[src/rtl/pipeline_hazard_ctrl.sv]
// ---------------------------------------------------------------------------
// pipeline_hazard_ctrl
//
// Central stall/flush scheduler for the 5-stage F/D/E/M/W integer pipeline.
// Handles the hazards that the decode-stage forwarding path cannot resolve:
// load-use, outstanding data-memory accesses, multi-cycle mul/div occupancy
// of the E stage, and exception/eret redirect. It also sequences the mul/div
// unit with a down-counter.
//
// Optional build macro: HAZARD_PERF_CNT_EN
//   When defined, three 32-bit wrapping performance counters are added that
//   count the cycles in which load-use, memory wait or mul/div is the cause
//   of the winning stall.
//
// Ports:
//   clk, reset          clock (rising edge) and asynchronous active-high reset
//   d_src1/d_src2       decode source register addresses
//   d_use1/d_use2       decode instruction actually reads src1/src2
//   e_valid, e_is_load  E holds a valid instruction / that instruction is a load
//   e_dst               E destination register
//   e_muldiv, e_is_div  E starts a mul/div this cycle, divide when e_is_div=1
//   m_mem_busy          M data-memory access not yet complete
//   f_mem_busy          instruction fetch not yet complete
//   exc_valid           exception/eret committed in M this cycle
//   stall_f..stall_m    hold the corresponding stage register
//   flush_d..flush_m    load a bubble into the stage register on the next edge
//   redirect            one-cycle pulse, fetch takes the exception vector
//   muldiv_busy         mul/div counter active
//   perf_*              (HAZARD_PERF_CNT_EN only) stall-cause cycle counters
// ---------------------------------------------------------------------------
module pipeline_hazard_ctrl #(
  parameter int MUL_CYCLES = 3,
  parameter int DIV_CYCLES = 33,
  parameter int CNT_W      = 6
) (
  input  logic        clk,
  input  logic        reset,
  input  logic [4:0]  d_src1,
  input  logic [4:0]  d_src2,
  input  logic        d_use1,
  input  logic        d_use2,
  input  logic        e_valid,
  input  logic        e_is_load,
  input  logic [4:0]  e_dst,
  input  logic        e_muldiv,
  input  logic        e_is_div,
  input  logic        m_mem_busy,
  input  logic        f_mem_busy,
  input  logic        exc_valid,
  output logic        stall_f,
  output logic        stall_d,
  output logic        stall_e,
  output logic        stall_m,
  output logic        flush_d,
  output logic        flush_e,
  output logic        flush_m,
  output logic        redirect,
  output logic        muldiv_busy
`ifdef HAZARD_PERF_CNT_EN
  ,
  output logic [31:0] perf_lu_stalls,
  output logic [31:0] perf_mem_stalls,
  output logic [31:0] perf_muldiv_stalls
`endif
);

  localparam logic [1:0] ST_IDLE     = 2'd0;
  localparam logic [1:0] ST_MULDIV   = 2'd1;
  localparam logic [1:0] ST_EXC_WAIT = 2'd2;

  // The issue cycle counts toward occupancy, so the counter holds the
  // number of additional busy cycles.
  localparam logic [CNT_W-1:0] MUL_LOAD = CNT_W'(MUL_CYCLES - 1);
  localparam logic [CNT_W-1:0] DIV_LOAD = CNT_W'(DIV_CYCLES - 1);

  logic [1:0]       state_q, state_d;
  logic [CNT_W-1:0] cnt_q, cnt_d;
  logic             init_done_q, init_done_d;
  logic             load_use;
  logic [CNT_W-1:0] muldiv_load;

  // Register $0 is hardwired to zero, so a load targeting it never hazards.
  always_comb begin
    load_use = e_valid & e_is_load & (e_dst != 5'd0) &
               ((d_use1 & (d_src1 == e_dst)) | (d_use2 & (d_src2 == e_dst)));
    muldiv_load = e_is_div ? DIV_LOAD : MUL_LOAD;
  end

  // Next state, counter and per-stage controls. The if/else chain encodes
  // the cause priority: exception flush, memory wait, mul/div, load-use,
  // fetch wait. init_done_q keeps everything quiet for the first cycle
  // after reset release.
  always_comb begin
    state_d     = state_q;
    cnt_d       = cnt_q;
    init_done_d = 1'b1;
    stall_f     = 1'b0;
    stall_d     = 1'b0;
    stall_e     = 1'b0;
    stall_m     = 1'b0;
    flush_d     = 1'b0;
    flush_e     = 1'b0;
    flush_m     = 1'b0;
    redirect    = 1'b0;

    if (!init_done_q) begin
      state_d = ST_IDLE;
      cnt_d   = '0;
    end else begin
      case (state_q)
        ST_EXC_WAIT: begin
          if (m_mem_busy) begin
            stall_f = 1'b1;
            stall_d = 1'b1;
            stall_e = 1'b1;
            stall_m = 1'b1;
          end else begin
            flush_d  = 1'b1;
            flush_e  = 1'b1;
            flush_m  = 1'b1;
            redirect = 1'b1;
            state_d  = ST_IDLE;
            cnt_d    = '0;
          end
        end
        default: begin
          if (exc_valid) begin
            // An exception abandons any mul/div in flight.
            cnt_d = '0;
            if (m_mem_busy) begin
              stall_f = 1'b1;
              stall_d = 1'b1;
              stall_e = 1'b1;
              stall_m = 1'b1;
              state_d = ST_EXC_WAIT;
            end else begin
              flush_d  = 1'b1;
              flush_e  = 1'b1;
              flush_m  = 1'b1;
              redirect = 1'b1;
              state_d  = ST_IDLE;
            end
          end else begin
            // The mul/div unit keeps counting even while memory stalls the
            // pipe, so its occupancy is a fixed number of cycles.
            if (state_q == ST_MULDIV) begin
              if (cnt_q <= CNT_W'(1)) begin
                state_d = ST_IDLE;
                cnt_d   = '0;
              end else begin
                cnt_d = cnt_q - CNT_W'(1);
              end
            end else if (e_muldiv && !m_mem_busy && (muldiv_load != '0)) begin
              state_d = ST_MULDIV;
              cnt_d   = muldiv_load;
            end

            if (m_mem_busy) begin
              stall_f = 1'b1;
              stall_d = 1'b1;
              stall_e = 1'b1;
              stall_m = 1'b1;
            end else if (state_q == ST_MULDIV) begin
              stall_f = 1'b1;
              stall_d = 1'b1;
              stall_e = 1'b1;
              flush_m = 1'b1;
            end else if (load_use) begin
              stall_f = 1'b1;
              stall_d = 1'b1;
              flush_e = 1'b1;
            end else if (f_mem_busy) begin
              stall_f = 1'b1;
              flush_d = 1'b1;
            end
          end
        end
      endcase
    end
  end

  assign muldiv_busy = (state_q == ST_MULDIV);

  always_ff @(posedge clk or posedge reset) begin
    if (reset) begin
      state_q     <= ST_IDLE;
      cnt_q       <= '0;
      init_done_q <= 1'b0;
    end else begin
      state_q     <= state_d;
      cnt_q       <= cnt_d;
      init_done_q <= init_done_d;
    end
  end

`ifdef HAZARD_PERF_CNT_EN
  // The winning cause is recovered from the output pattern: only a memory
  // wait raises stall_m, only mul/div raises stall_e without stall_m, and
  // only load-use raises flush_e together with stall_d.
  logic [31:0] perf_lu_q, perf_lu_d;
  logic [31:0] perf_mem_q, perf_mem_d;
  logic [31:0] perf_md_q, perf_md_d;

  always_comb begin
    perf_lu_d  = perf_lu_q  + {31'd0, (flush_e & stall_d)};
    perf_mem_d = perf_mem_q + {31'd0, stall_m};
    perf_md_d  = perf_md_q  + {31'd0, (stall_e & ~stall_m)};
  end

  always_ff @(posedge clk or posedge reset) begin
    if (reset) begin
      perf_lu_q  <= '0;
      perf_mem_q <= '0;
      perf_md_q  <= '0;
    end else begin
      perf_lu_q  <= perf_lu_d;
      perf_mem_q <= perf_mem_d;
      perf_md_q  <= perf_md_d;
    end
  end

  assign perf_lu_stalls     = perf_lu_q;
  assign perf_mem_stalls    = perf_mem_q;
  assign perf_muldiv_stalls = perf_md_q;
`endif

endmodule

[config.mk]
export PLATFORM = sky130hd
export DESIGN_NAME = pipeline_hazard_ctrl
export DESIGN_NICKNAME = d
export VERILOG_FILES = /design/src/rtl/pipeline_hazard_ctrl.sv
export SDC_FILE = /design/constraint.sdc
export NUM_CORES = 1
export LEC_CHECK = 0
export ABC_CLOCK_PERIOD_IN_PS = 2100
export CAP_MARGIN = 10
export CORE_ASPECT_RATIO = 1.1
export CORE_MARGIN = 2
export CORE_UTILIZATION = 35
export DETAILED_ROUTE_END_ITERATION = 7
export HOLD_SLACK_MARGIN = 0.05
export PLACE_DENSITY = 0.7
export SYNTH_ARGS = -nofsm -noshare
export SYNTH_HDL_FRONTEND = slang
export SYNTH_SLANG_ARGS = --single-unit
[constraint.sdc]
create_clock -name clk -period 2.1 [get_ports clk]
set_input_delay 0.315 -clock clk [delete_from_list [all_inputs] [get_ports clk]]
set_output_delay 0.315 -clock clk [all_outputs]
set_load 0.05 [all_outputs]
=== After elaboration in Yosys (flattened, before gate mapping) ===
Cells that the tools add are included.

* Logic and storage cells: 80
* Output and inout bits: 9
* Bits in registers: 9
* Input bits: 26

* Eq/ne operators: 7
* Add/subtract/negate cells: 1
* Reductions and logical operators: 7
* Bitwise operators: 6
* Order comparisons: 1
* Muxes and demuxes: 55

{| class="wikitable"
|+ Operators by type and width
! operator !! count
|-
| 2-to-1 mux 6 bit || 8
|-
| 2-to-1 mux 1 bit || 39
|-
| 2-to-1 mux 2 bit || 8
|-
| == test 5 bit || 2
|-
| inequality test 5 x 3 -> 1 bit, second input constant || 2
|-
| <= comparator 6 x 1 -> 1 bit, second input constant || 1
|-
| nonzero test 6 bit || 1
|-
| subtractor 6 x 1 -> 6 bit, second input constant || 1
|-
| AND 1 bit || 5
|-
| nonzero test 5 bit || 1
|-
| inequality test 3 bit, second input constant || 1
|-
| AND reduction 3 bit || 1
|-
| == test 2 x 1 -> 1 bit, second input constant || 1
|-
| == test 2 bit, second input constant || 1
|-
| logical AND 1 bit || 2
|-
| AND reduction 2 bit || 1
|-
| zero test 1 bit || 1
|-
| OR 1 bit || 1
|}

=== Depth between registers and ports, before layout ===
Gate-level depths: netlist of run 1.

* Word-level depth: 10
* Mapped depth: 7
* Mapped depth without buffers: 7

=== Least setup slack after synthesis of run 1 ===
Ideal clock, no wire load.

* Path type: register to output
* From: reg state_q[1]
* To: out stall_f
* Required time: 1785 ps
* Path slack: -288 ps
* Path buffers: 1
* Cell stages (with the launch flop): 6
* Data arrival time: 2073 ps
* Path through: dfrtp_1 > nand2b_1 > clkbuf_2 > inv_1 > nor3_1 > a31oi_1

* Word-level cells in the longest chain between the ends: 6
* Elaborated cells between the ends (all ways): 7
* Those cells by class: eq/ne: 2; mux: 5

{| class="wikitable"
|+ Ends and longest elaborated chain
! item !! line !! source
|-
| start, declared || 76 || <nowiki>logic [1:0] state_q, state_d;</nowiki>
|-
| start signal, assigned || 190 || <nowiki>state_q <= state_d;</nowiki>
|-
| == test 2 x 1 -> 1 bit || - ||
|-
| net muldiv_busy || 58 || <nowiki>output logic muldiv_busy</nowiki>
|-
| 2-to-1 mux 1 bit || 163 || <nowiki>end else if (state_q == ST_MULDIV) begin</nowiki>
|-
| 2-to-1 mux 1 bit || 158 || <nowiki>if (m_mem_busy) begin</nowiki>
|-
| 2-to-1 mux 1 bit || 127 || <nowiki>if (exc_valid) begin</nowiki>
|-
| 2-to-1 mux 1 bit || 110 || <nowiki>case (state_q)</nowiki>
|-
| 2-to-1 mux 1 bit || 106 || <nowiki>if (!init_done_q) begin</nowiki>
|-
| end, declared || 50 || <nowiki>output logic stall_f,</nowiki>
|}

The timed path passes the listed nets, and every way through them passes these cells.

=== Worst setup path after layout of run 1 ===
* From: in e_dst[4]
* To: out flush_d

* Word-level cells in the longest chain between the ends: 10
* Elaborated cells between the ends (all ways): 14
* Those cells by class: eq/ne: 2; mux: 6; bitwise: 5; reduce/logical: 1

{| class="wikitable"
|+ Ends and longest elaborated chain
! item !! line !! source
|-
| start, declared || 44 || <nowiki>input logic [4:0] e_dst,</nowiki>
|-
| == test 5 bit || 85 || <nowiki>((d_use1 & (d_src1 == e_dst)) | (d_use2 & (d_src2 == e_dst)));</nowiki>
|-
| AND 1 bit || 85 ||
|-
| OR 1 bit || 85 ||
|-
| AND 1 bit * || 84 || <nowiki>load_use = e_valid & e_is_load & (e_dst != 5'd0) &</nowiki>
|-
| 2-to-1 mux 1 bit * || 168 || <nowiki>end else if (load_use) begin</nowiki>
|-
| 2-to-1 mux 1 bit * || 163 ||
|-
| 2-to-1 mux 1 bit * || 158 ||
|-
| 2-to-1 mux 1 bit * || 127 ||
|-
| 2-to-1 mux 1 bit * || 110 ||
|-
| 2-to-1 mux 1 bit * || 106 ||
|-
| end, declared || 54 || <nowiki>output logic flush_d,</nowiki>
|}

Every way passes the cells marked *; elsewhere a longest branch is shown, timed or not.

==> results of run 1 <==
-- placed cells by master, fill, tap and decap left out, types with 2 or more instances in the layout --
cell,n
sky130_fd_sc_hd__nand2b_1,6
sky130_fd_sc_hd__clkbuf_2,2
sky130_fd_sc_hd__ha_1,2
sky130_fd_sc_hd__nor3_4,2
sky130_fd_sc_hd__o21ai_0,6
sky130_fd_sc_hd__nand4_1,2
sky130_fd_sc_hd__dlygate4sd2_1,11
sky130_fd_sc_hd__clkbuf_4,3
sky130_fd_sc_hd__dfrtp_1,9
sky130_fd_sc_hd__nor2_1,5
sky130_fd_sc_hd__nor4_1,2
sky130_fd_sc_hd__buf_4,10
sky130_fd_sc_hd__nor3_1,2
sky130_fd_sc_hd__nor2_2,3
sky130_fd_sc_hd__a21oi_1,4
sky130_fd_sc_hd__buf_12,5
sky130_fd_sc_hd__o22ai_1,2
sky130_fd_sc_hd__clkdlybuf4s50_1,10
sky130_fd_sc_hd__xnor2_1,10
sky130_fd_sc_hd__nand2_1,8
sky130_fd_sc_hd__inv_1,6
-- per-stage QoR --
step                TNS [ps]  utilization [%]
floorplan              -24.3                -
global placement        -731             60.8
detailed placement      -908             60.8
CTS                        0             62.9
global route               0             62.7
finish                     0             62.7
-- area by class of cell --
class,count,area [um2],share of cell area [%]
clock buffers,4,26.3,2.05
inverters,6,22.5,1.76
well taps,28,35.0,2.74
repair buffers,40,399,31.2
multi-input cells,76,572,44.7
flip-flops and latches,9,225,17.6
-- registers in the layout (all words and copies together), names as in the netlist --
signal,count
cnt_q,6
init_done_q,1
state_q,2
-- metal layers --
metal,vias up,global-route usage [%],wire [um]
li1,424,-,-
met1,391,21.5,897
met2,22,35.2,1140
met3,0,5.65,102
met4,0,2.86,0
met5,-,0,0
-- worst min path at each step --
stage,from,endpoint,cells after the start
floorplan,reset,cnt_q[0],1
global placement,cnt_q[4],cnt_q[4],2
detailed placement,cnt_q[4],cnt_q[4],2
CTS,reset,cnt_q[5],2
global route,reset,cnt_q[5],2
finish,reset,cnt_q[5],2
-- timing repair --
item                                    4_1_cts  5_1_grt
endpoints found under the setup margin        4        4
pin swaps                                    14        5
gates resized for setup                      22        8
-- cells by family (layout without fill, tap and decap cells) --
logic type	after synthesis	count (layout)
adders and majority gates	2	2
buffers and inverters	8	50
xor gates and xnor gates	10	10
and+or+nand+nor	36	36
muxes	1	1
DFF	9	9
AOI/OAI and AO/OA	26	26
other	1	1
-- where the power goes --
| group | leakage, uW | total [uW] | internal (uW) | switching, uW |
|---|---|---|---|---|
| registers | 0.000121 | 194 | 183 | 10.0 |
| clock network | 0.0000150 | 131 | 73.1 | 57.5 |
| logic | 0.000414 | 299 | 138 | 161 |
==> impl.org, run 1 <==
** CTS
- H-tree lvl count :: 1
- The number of setup buffers added after CTS is 0.
- CTS tree :: yes
- Clock tree synthesis inserted a total of 3 buffers.
- Clock-pin slew was measured on the worst setup and hold paths at 60 ps.
- The cell sitting at the root of the clock tree is a sky130_fd_sc_hd__clkbuf_4.
- The number of hold buffers added after CTS was 0.
- The clock reaches the later pin of the worst-skew pair after 260 ps.
- Clk sink count :: 9
- Number of buffers on the longest clock path :: 2

** Final layout
- Synth-to-Final Area Change :: 67.4%
- The post-route netlist has 26.7% of its cells at a drive strength greater than 1.
- In the final design database the tool counted 164 nets.
- The repair_antennas step left the layout with diodes totalling 0.
- Layout Cell Area excl Fill :: 0.00128 mm2
- Layout Cells excl Fill :: 163
- Fill cells in the final layout number 197.

** Drt
- Detailed-route vias per instance :: 5.13
- The first detailed-routing pass ran for 4 iterations.
- Across all layers, the routed design uses 837 vias.
- After the first detailed-routing iteration, the DRC count stood at 16.
- Overall routed net length :: 2.14 mm
- DRT antenna net count :: 0
- WL/cell :: 13.1 um
- DRC :: 0

** Worst setup path
- The critical path contains buffers and inverters numbering 2 combined.
- The setup check on the worst reg-to-reg path leaves a slack of 270 ps.
- Stage delay of the slowest cell on the critical path :: 430 ps
- Largest driver fanout on the critical path :: 4
- Data on the critical path arrives at its endpoint at 1690 ps.
- The critical path runs through a total of 5 cells.
- R2R Path Start :: cnt_q[0]
- Cells along the critical path :: dlygate4sd2_1, or4_4, o2111ai_4, a41o_4, buf_12
- In this run the critical register-to-register path is captured at cnt_q[4].
- The worst register-to-register path has a depth of 7.
- Among cell families on the critical path, the largest total delay comes from compound AO/OA/AOI/OAI gates.
- Critical-path cell with the highest stage delay :: sky130_fd_sc_hd__or4_4
- Worst Path Required :: 1780 ps
- Type of element capturing the critical path :: primary output
- Critical path origin :: e_dst[4]
- Path type of the worst setup path :: input port to primary output
- Startpoint type of the worst setup path :: input port
- The most critical setup path has its endpoint at flush_d.

** Synthesis
- Distinct cells, synth :: 35
- After synthesis the netlist holds a flip-flop and latch count of 9.
- Cells taking the most area after synthesis :: sky130_fd_sc_hd__dfrtp_1 29%, sky130_fd_sc_hd__xnor2_1 11%, sky130_fd_sc_hd__nand2b_1 4.9%, sky130_fd_sc_hd__o21ai_0 4.6%, sky130_fd_sc_hd__nand2_1 3.9%
- Sequential share of the synthesized area :: 29.5%
- Average cell area after synthesis :: 8.22 um2
- Gate count after technology mapping :: 93
- By count the netlist is led by 10 x sky130_fd_sc_hd__xnor2_1, 9 x sky130_fd_sc_hd__dfrtp_1, 8 x sky130_fd_sc_hd__nand2_1, 8 x sky130_fd_sc_hd__nor2_1, 7 x sky130_fd_sc_hd__o21ai_0.
- In this run the biggest area consumer among cell types represents 29.5% of the synthesized area.
- Of the post-synthesis cell area, the part taken by muxes is 1.47%.
- Synthesis produced a netlist with a net count of 121.
- Compound-gate portion of the synthesized area :: 22.6%
- By instance count, the leading cell after synthesis is sky130_fd_sc_hd__xnor2_1.
- Post-synth top flop :: sky130_fd_sc_hd__dfrtp_1
- The synthesized netlist devotes 26.7% of its cell area to simple gates.
- In this run, synthesis inferred 0 flip-flops with an integrated enable.
- The synthesized netlist devotes 3.27% of its cell area to adder and majority cells.
- Combinational family with the most area after synthesis :: simple AND/OR/NAND/NOR gates
- Summing the areas of all xor and xnor instances in the mapped netlist gives 11.5% of the synthesized area.
- Async S/R FF share, synth :: 100%
- Of all cell types, the one taking the most synthesized area is sky130_fd_sc_hd__dfrtp_1.
- The cell area that synthesis handed to floorplanning was 764 um2.
- Yosys Warn Count :: 0

** Worst hold path
- The worst hold path belongs to the class input port to asynchronous set/reset pin.

** GRT
- Global routing used 18.7% of the available tracks.
- Entering global routing, the biggest net connects 13 pins.
- Number of antenna violations at the first check in global routing :: 0
- Vias in the first global route :: 841
- Wire length of the first global-routing pass :: 3.67 mm
- The total overflow left after global routing is 0.

** STA
- Setup violations remaining at the end of the flow were counted as 0.
- Setup repair after global routing left no endpoint under its margin.
- For the final database, setup skew stands at 5.84 ps.
- After layout, the worst setup slack is 93.6 ps.
- The final hold violation count is 0.
- The routed design could run at a clock period as short as 2010 ps.
- Of the available clock period, the critical path in the final layout requires 95.5%.
- The final count of pins violating max slew is 0.
- F_max :: 498 MHz
- Hold is met by 323 ps.

** Floorplan
- Die Outline Area :: 0.00257 mm2
- 35 I/O pins were placed.
- Number of standard-cell rows in the floorplan :: 17
- Once the floorplan was initialized, standard cells occupied 37.4% of the core.
- The die is 53.0 um tall.
- Width of the chip :: 48.6 um
- The floorplan step defined a core boundary enclosing 0.00204 mm2.

** Power
- The analysis attributes to cell leakage a power of 0.000550 uW.
- VDD IR-drop max :: 0.000456 V
- Dividing total power by cell area gives a power density of 487 mW/mm2.
- Tot Pwr :: 623 uW

** Placement
- In this run the tool buffered the top-level ports with 34 buffer cells.
- Including well taps, the total number of placed cells is 160.
- The wire-length estimate of the detail-placed layout is 1.72 mm.
- Before CTS, the worst setup slack after placement is -295 ps.
- At the end of routability-driven placement, the weighted congestion stood at 0.724.
- Cell area reported after detailed placement :: 0.00124 mm2

** Flow run
- Across the run, the number of max-cap violations was 0.

** Run status
- Status :: complete, no violations
No activity file was read; power rests on OpenSTA's default activity.
==> run 2: changes to the inputs <==
Settings changed: ABC_AREA from default to 0, DONT_BUFFER_PORTS from default to 1, PLACE_DENSITY 0.7 to 0.49.
==> run 2 against run 1 <==
  * Register-to-register slack got worse by 30 ps
  * Sequential power about the same
  * Design area down 24%
  * First-iteration DRC count shrank 13%
  * Hold slack worse by 110 ps
  * Wire length shrank 19%
  * Clock skew down 3.5 ps
  * Utilization is 15 points lower
  * Total power is 9.8% lower
  * Sequential cell count unchanged
  * Sequential share of layout area is 5.8 points higher
  * Largest cell class unchanged
==> impl.org, run 2 (synthesis gave the netlist of run 1 again) <==
** Final layout
- Layout Cells excl Fill :: 135 (-17%)
- Leading cell types in the layout, fill and taps excluded :: 10 x sky130_fd_sc_hd__xnor2_1, 8 x sky130_fd_sc_hd__nand2_1, 8 x sky130_fd_sc_hd__dfrtp_1, 8 x sky130_fd_sc_hd__buf_4, 7 x sky130_fd_sc_hd__o21ai_0
- Most common cell after layout, fill and taps aside :: sky130_fd_sc_hd__xnor2_1
- Flip-flop count of the largest register, all copies and words added :: 6 (unchanged)
- The core occupancy in the finished layout came to 47.5% (-15 points).
- Antenna cell count :: 0 (unchanged)
- Biggest registers after layout :: cnt_q x6, state_q x2, init_done_q x1
- Fraction of layout cells with a size suffix above 1 :: 26.2% (-0.50 points)
- The final-stage net count was 136 (-17%).
- Register containing the most flip-flops in the final layout :: cnt_q
- Relative to the synthesized area, the layout overhead comes to 26.8%.
- The filler cell count came to 216 (+9.6%).

** Drt
- Overall routed net length :: 1.74 mm (-19%)
- The DRC violation total after the first TritonRoute iteration came to 14 (-2).
- Pre-antenna DRT Iters :: 4 (unchanged)
- Count of vias placed by the detailed router :: 730 (-13%)
- DRC :: 0 (unchanged)
- The via density per instance came to 5.41 (+5.3%).
- DRT antenna net count :: 0 (unchanged)
- WL/cell :: 12.9 um (-1.9%)

** STA
- The achievable clock frequency was 500 MHz (+0.36%).
- Count of endpoints failing hold in the final timing report :: 0 (unchanged)
- For the pin with the worst max-slew slack, the measured transition is 531 ps.
- The final period utilization is 95.2% (-0.34 points).
- Final setup violating endpoints :: 0 (unchanged)
- Setup repair after global routing missed its margin :: false
- Total count of max-transition violations in the final report :: 0 (unchanged)
- The post-route clock skew came to 2.31 ps (-3.53 ps).
- The post-layout minimum cycle time was 2000 ps (-7.14 ps).
- Measured against its own limit, the worst slew margin works out to 64.6%.
- Setup slack after layout :: 101 ps (+7.14 ps)
- Worst slack on hold paths :: 210 ps (-113 ps)

** Worst setup path
- The maximum cell stage delay along the critical path was 520 ps (+90 ps).
- The combined buffer and inverter count along the critical path came to 0 (-2).
- The data arrival time at the worst-slack endpoint was 1680 ps (about the same).
- Critical-path cell with the highest stage delay :: sky130_fd_sc_hd__or4_1
- The worst setup path is launched from an input port.
- Type of element capturing the critical path :: primary output
- Endpoint of the worst-slack reg-to-reg timing path :: cnt_q[4]
- The worst reg-to-reg path cell count was 7 (unchanged).
- The required arrival time at the worst endpoint was 1780 ps (about the same).
- The minimum setup slack among reg-to-reg paths came to 240 ps (-30 ps).
- Walking the worst path, the cells encountered are or4_1, o2111ai_1, a41o_2.
- Path type of the worst setup path :: input port to primary output
- Worst path top cell family by delay :: compound AO/OA/AOI/OAI gates
- Largest driver fanout on the critical path :: 4 (unchanged)
- In this run the critical register-to-register path is launched from cnt_q[0].

** CTS
- In this run the clock root is driven by a sky130_fd_sc_hd__clkbuf_4.
- The post-CTS setup repair buffer count came to 0 (unchanged).
- Number of buffers on the longest clock path :: 2 (unchanged)
- The clock latency on the worst-skew pair was 260 ps (about the same).
- Number of buffers created by CTS :: 3 (unchanged)
- Clock slew at reported path FFs :: 60 ps (about the same)
- The clock net sink count came to 9 (unchanged).
- The number of H-tree branching levels was 1 (unchanged).
- CTS tree :: yes

** Floorplan
- Initial core utilization :: 37.4% (unchanged)
- Number of standard-cell rows in the floorplan :: 17 (unchanged)
- Number of ports placed on the die boundary :: 35 (unchanged)
- Core footprint :: 0.00204 mm2 (unchanged)
- The height of the die came to 53.0 um (unchanged).
- Die Outline Area :: 0.00257 mm2 (unchanged)
- Width of the chip :: 48.6 um (unchanged)

** Placement
- Dpl cells :: 130 (-19%)
- The pre-CTS worst setup slack was 73.9 ps (+369 ps).
- Port Buffer Count :: 0 (-100%)
- Final weighted congestion in routability-driven placement :: 0.769 (+6.1%)
- The detailed placement HPWL is 1.42 mm (-17%).

** Power
- The reported leakage power is 0.000398 uW (-28%).
- The worst supply voltage drop on vdd is 0.000291 V (-36%).
- Power Dens Cells :: 579 mW/mm2 (+19%)

** GRT
- Number of antenna violations at the first check in global routing :: 0 (unchanged)
- Wire length of the first global-routing pass :: 3.18 mm (-13%)
- The via count of the first global-routing pass came to 715 (-15%).
- The largest net degree at the start of global routing was 13 (unchanged).
- Gr usage total :: 16.0% (-2.7 points)
- Global route overflow :: 0 (unchanged)

** Worst hold path
- In this run the worst hold path is classified as input port to register.
- In this run the most critical hold path is launched from exc_valid.
- Hold Crit Depth :: 2
- For hold timing, the worst endpoint is state_q[1].

** Flow run
- Maxcap violations :: 0 (unchanged)

** Run status
- The flow ran to the end, and the final reports show no timing, DRC or antenna violations.
==> run 2: through the flow <==
stage | total power (uW) | cell area (um2) | TNS, ps
global placement | 428 | 928 | 0
detailed placement | 430 | 928 | 0
global route | 603 | 970 | 0
finish | 562 | 970 | 0
CTS | 568 | 965 | 0
floorplan | 365 | 786 | -24.3
==> run 2: worst max-delay path by stage <==
stage	startpoint	to	slack, ps	cells past startpoint
6_report	e_dst[1]	flush_d	100	3
3_3_place_gp	e_dst[1]	flush_d	110	3
5_1_grt	state_q[1]	stall_f	7	6
2_1_floorplan	state_q[1]	stall_f	-20	5
3_5_place_dp	e_dst[1]	flush_d	70	3
4_1_cts	e_dst[1]	flush_d	80	3
==> run 2: power by group <==
group / total (uW) / internal (uW) / switching (uW)
sequential: 194 / 184 / 9.91
clock: 134 / 73.2 / 60.4
combinational: 234 / 98.9 / 135
total: 562 / 356 / 206
==> run 2: final cells by class <==
class | instances | area, um2 | share of cell area (%)
multi-input cells | 76 | 529 | 54.6
clock buffers | 4 | 26.3 | 2.71
inverters | 6 | 22.5 | 2.32
repair buffers | 12 | 130 | 13.4
flip-flops and latches | 9 | 226 | 23.4
well taps | 28 | 35.0 | 3.61
==> run 2: repair_timing <==
action | 4_1_cts | 5_1_grt
hold buffers | 1 | 0
endpoints found under the setup margin | 0 | 2
resized for setup | 0 | 3
hold endpoints to repair | 9 | 0
==> run 2: layer usage <==
metal,track usage (%),vias up,wire length [um]
met3,3.67,4,137
met4,7.14,0,20
met1,18.5,339,731
met5,0,-,0
li1,-,361,-
met2,28.7,26,848
==> edit (flow settings as in run 2) <==
Register the inputs `e_muldiv` and `e_is_div` before use, with the module's reset. The logic sees them one clock later. The other inputs are not delayed to match. Comments in the files are not updated.
--- a/src/rtl/pipeline_hazard_ctrl.sv
+++ b/src/rtl/pipeline_hazard_ctrl.sv
@@ -73,6 +73,19 @@
   localparam logic [CNT_W-1:0] MUL_LOAD = CNT_W'(MUL_CYCLES - 1);
   localparam logic [CNT_W-1:0] DIV_LOAD = CNT_W'(DIV_CYCLES - 1);
 
+  logic e_muldiv_q;
+  logic e_is_div_q;
+
+  always_ff @(posedge clk or posedge reset) begin
+    if (reset) begin
+      e_muldiv_q <= '0;
+      e_is_div_q <= '0;
+    end else begin
+      e_muldiv_q <= e_muldiv;
+      e_is_div_q <= e_is_div;
+    end
+  end
+
   logic [1:0]       state_q, state_d;
   logic [CNT_W-1:0] cnt_q, cnt_d;
   logic             init_done_q, init_done_d;
@@ -83,7 +96,7 @@
   always_comb begin
     load_use = e_valid & e_is_load & (e_dst != 5'd0) &
                ((d_use1 & (d_src1 == e_dst)) | (d_use2 & (d_src2 == e_dst)));
-    muldiv_load = e_is_div ? DIV_LOAD : MUL_LOAD;
+    muldiv_load = e_is_div_q ? DIV_LOAD : MUL_LOAD;
   end
 
   // Next state, counter and per-stage controls. The if/else chain encodes
@@ -150,7 +163,7 @@
               end else begin
                 cnt_d = cnt_q - CNT_W'(1);
               end
-            end else if (e_muldiv && !m_mem_busy && (muldiv_load != '0)) begin
+            end else if (e_muldiv_q && !m_mem_busy && (muldiv_load != '0)) begin
               state_d = ST_MULDIV;
               cnt_d   = muldiv_load;
             end
Formal check against the unedited RTL: not equivalent (a bounded check fails within 4 cycles, from zero or initial values and one cycle with reset high).
==> edit against run 2 <==
Routed wire length fell by 0.40%; count of clock-buffer cells in the layout did not move; hold slack got worse by 0.13 ns; synthesized area rose by 4.7%; total power rose by 16%; sequential cell count rose by 2; design area rose by 6.2%; non-clock buffer count did not move; clock skew rose by 0.0050 ns; via count fell by 3.3%; worst setup slack got worse by 0.0068 ns.
==> edit: results (changes against run 2) <==
| Metric | Value |
|---|---|
| Initial DRC count | `16 (was 14)` |
| Area after DPL | `980.9 um2 (was 928.4 um2)` |
| GRT Util Overall | `0.1403 (was 0.1600)` |
| Pre-CTS WS | `0.2498 ns (was 0.07390 ns)` |
| Mux contribution to synthesized area | `0 (was 0.01473)` |
| Pint | `0.0004201 W (was 0.0003558 W)` |
| Worst vdd ir | `394.0 uV (was 290.7 uV)` |
| Final cell count without fillers | `139 (was 135)` |
| Crit path largest cell delay | `0.44 ns (was 0.52 ns)` |
| Post-synthesis compound-gate area fraction | `0.1703 (was 0.2259)` |
| Status | `completed (unchanged)` |
| Global-route wire length before repair | `2863 um (was 3180 um)` |
| Setup WS post-layout | `0.09393 ns (was 0.1007 ns)` |
| Adder-Cell Fraction of Synth Area | `0.03125 (was 0.03273)` |
| Synth Area in XOR/XNOR | `0.1422 (was 0.1146)` |
| Gpl congestion | `0.8005 (was 0.7685)` |
| Dpl cells | `133 (was 130)` |
| Hold path depth | `0 (was 2)` |
| Seq/Total Area, Yosys | `0.3438 (was 0.2946)` |
| Min Hold Slack | `0.07715 ns (was 0.2101 ns)` |
| Worst hold start | `e_is_div (was exc_valid)` |
| Regs by FF count | `cnt_q (6), state_q (2) (was cnt_q (6), state_q (2), init_done_q (1))` |
| CP max-delay cell | `dfrtp_1 (was or4_1)` |
| Pin count of the biggest net entering global routing | `12 (was 13)` |
| Synth cell count leaders | `nor2_1, dfrtp_1, xnor2_1 (was xnor2_1, dfrtp_1, nand2_1, nor2_1, o21ai_0)` |
| WL per Instance | `12.45 um (was 12.87 um)` |
| LEAKAGE | `0.4484 nW (was 0.3978 nW)` |
| Worst reg2reg setup slack | `0.31 ns (was 0.24 ns)` |
| Yosys cell types | `34 (was 35)` |
| Worst-path maximum fanout | `6 (was 4)` |
-- edit: layout make-up --
| cell class | instances | area (um2) |
|---|---|---|
| timing repair buffer | 12 | 145.1 |
| tap | 30 | 37.54 |
| clock buffer | 4 | 26.28 |
| multi-input combinational | 74 | 515.5 |
| inverter | 8 | 30.03 |
| sequential | 11 | 275.3 |
| fill | 240 | 1177 |
-- edit: power groups by stage --
stage / Clock [W] / Combinational, W / Sequential [W]
floorplan: 0 / 0.000190 / 0.000246
global placement: 0 / 0.000257 / 0.000250
detailed placement: 0 / 0.000257 / 0.000250
CTS: 0.000148 / 0.000260 / 0.000246
global route: 0.000163 / 0.000281 / 0.000249
finish: 0.000143 / 0.000260 / 0.000247
-- edit: logic make-up (layout without fill, tap and decap cells) --
kind of cell	count (synthesis)	after routing
AND/OR/NAND/NOR	39	39
AO/OA/AOI/OAI	19	19
other	1	1
XOR/XNOR	13	13
adder cells (fa/ha/maj)	2	2
flip-flops	11	11
buffers and inverters	8	24
-- edit: how the worst max path moves through the flow --
stage / start / endpoint / cells after the start
floorplan: state_q[0] / flush_d / 4
global placement: e_dst[1] / flush_d / 4
detailed placement: e_dst[1] / flush_d / 4
CTS: state_q[1] / flush_e / 5
global route: state_q[0] / flush_d / 6
finish: state_q[0] / flush_d / 6
-- edit: worst register-to-register path, cell delays in order (launching register included) --
cell,delay (ns)
dfrtp_1,0.44
inv_1,0.07
ha_1,0.23
nor2_1,0.20
nor3_4,0.06
or3_1,0.41
o21ai_1,0.17
o2bb2ai_1,0.13
-- edit: per-layer routing --
metal | up-vias | wire length, um | global-route usage
met5 | - | 0 | 0
met4 | 0 | 18 | 0.04167
met3 | 2 | 153 | 0.04722
met2 | 32 | 797 | 0.2556
met1 | 317 | 761 | 0.1567
li1 | 355 | - | -
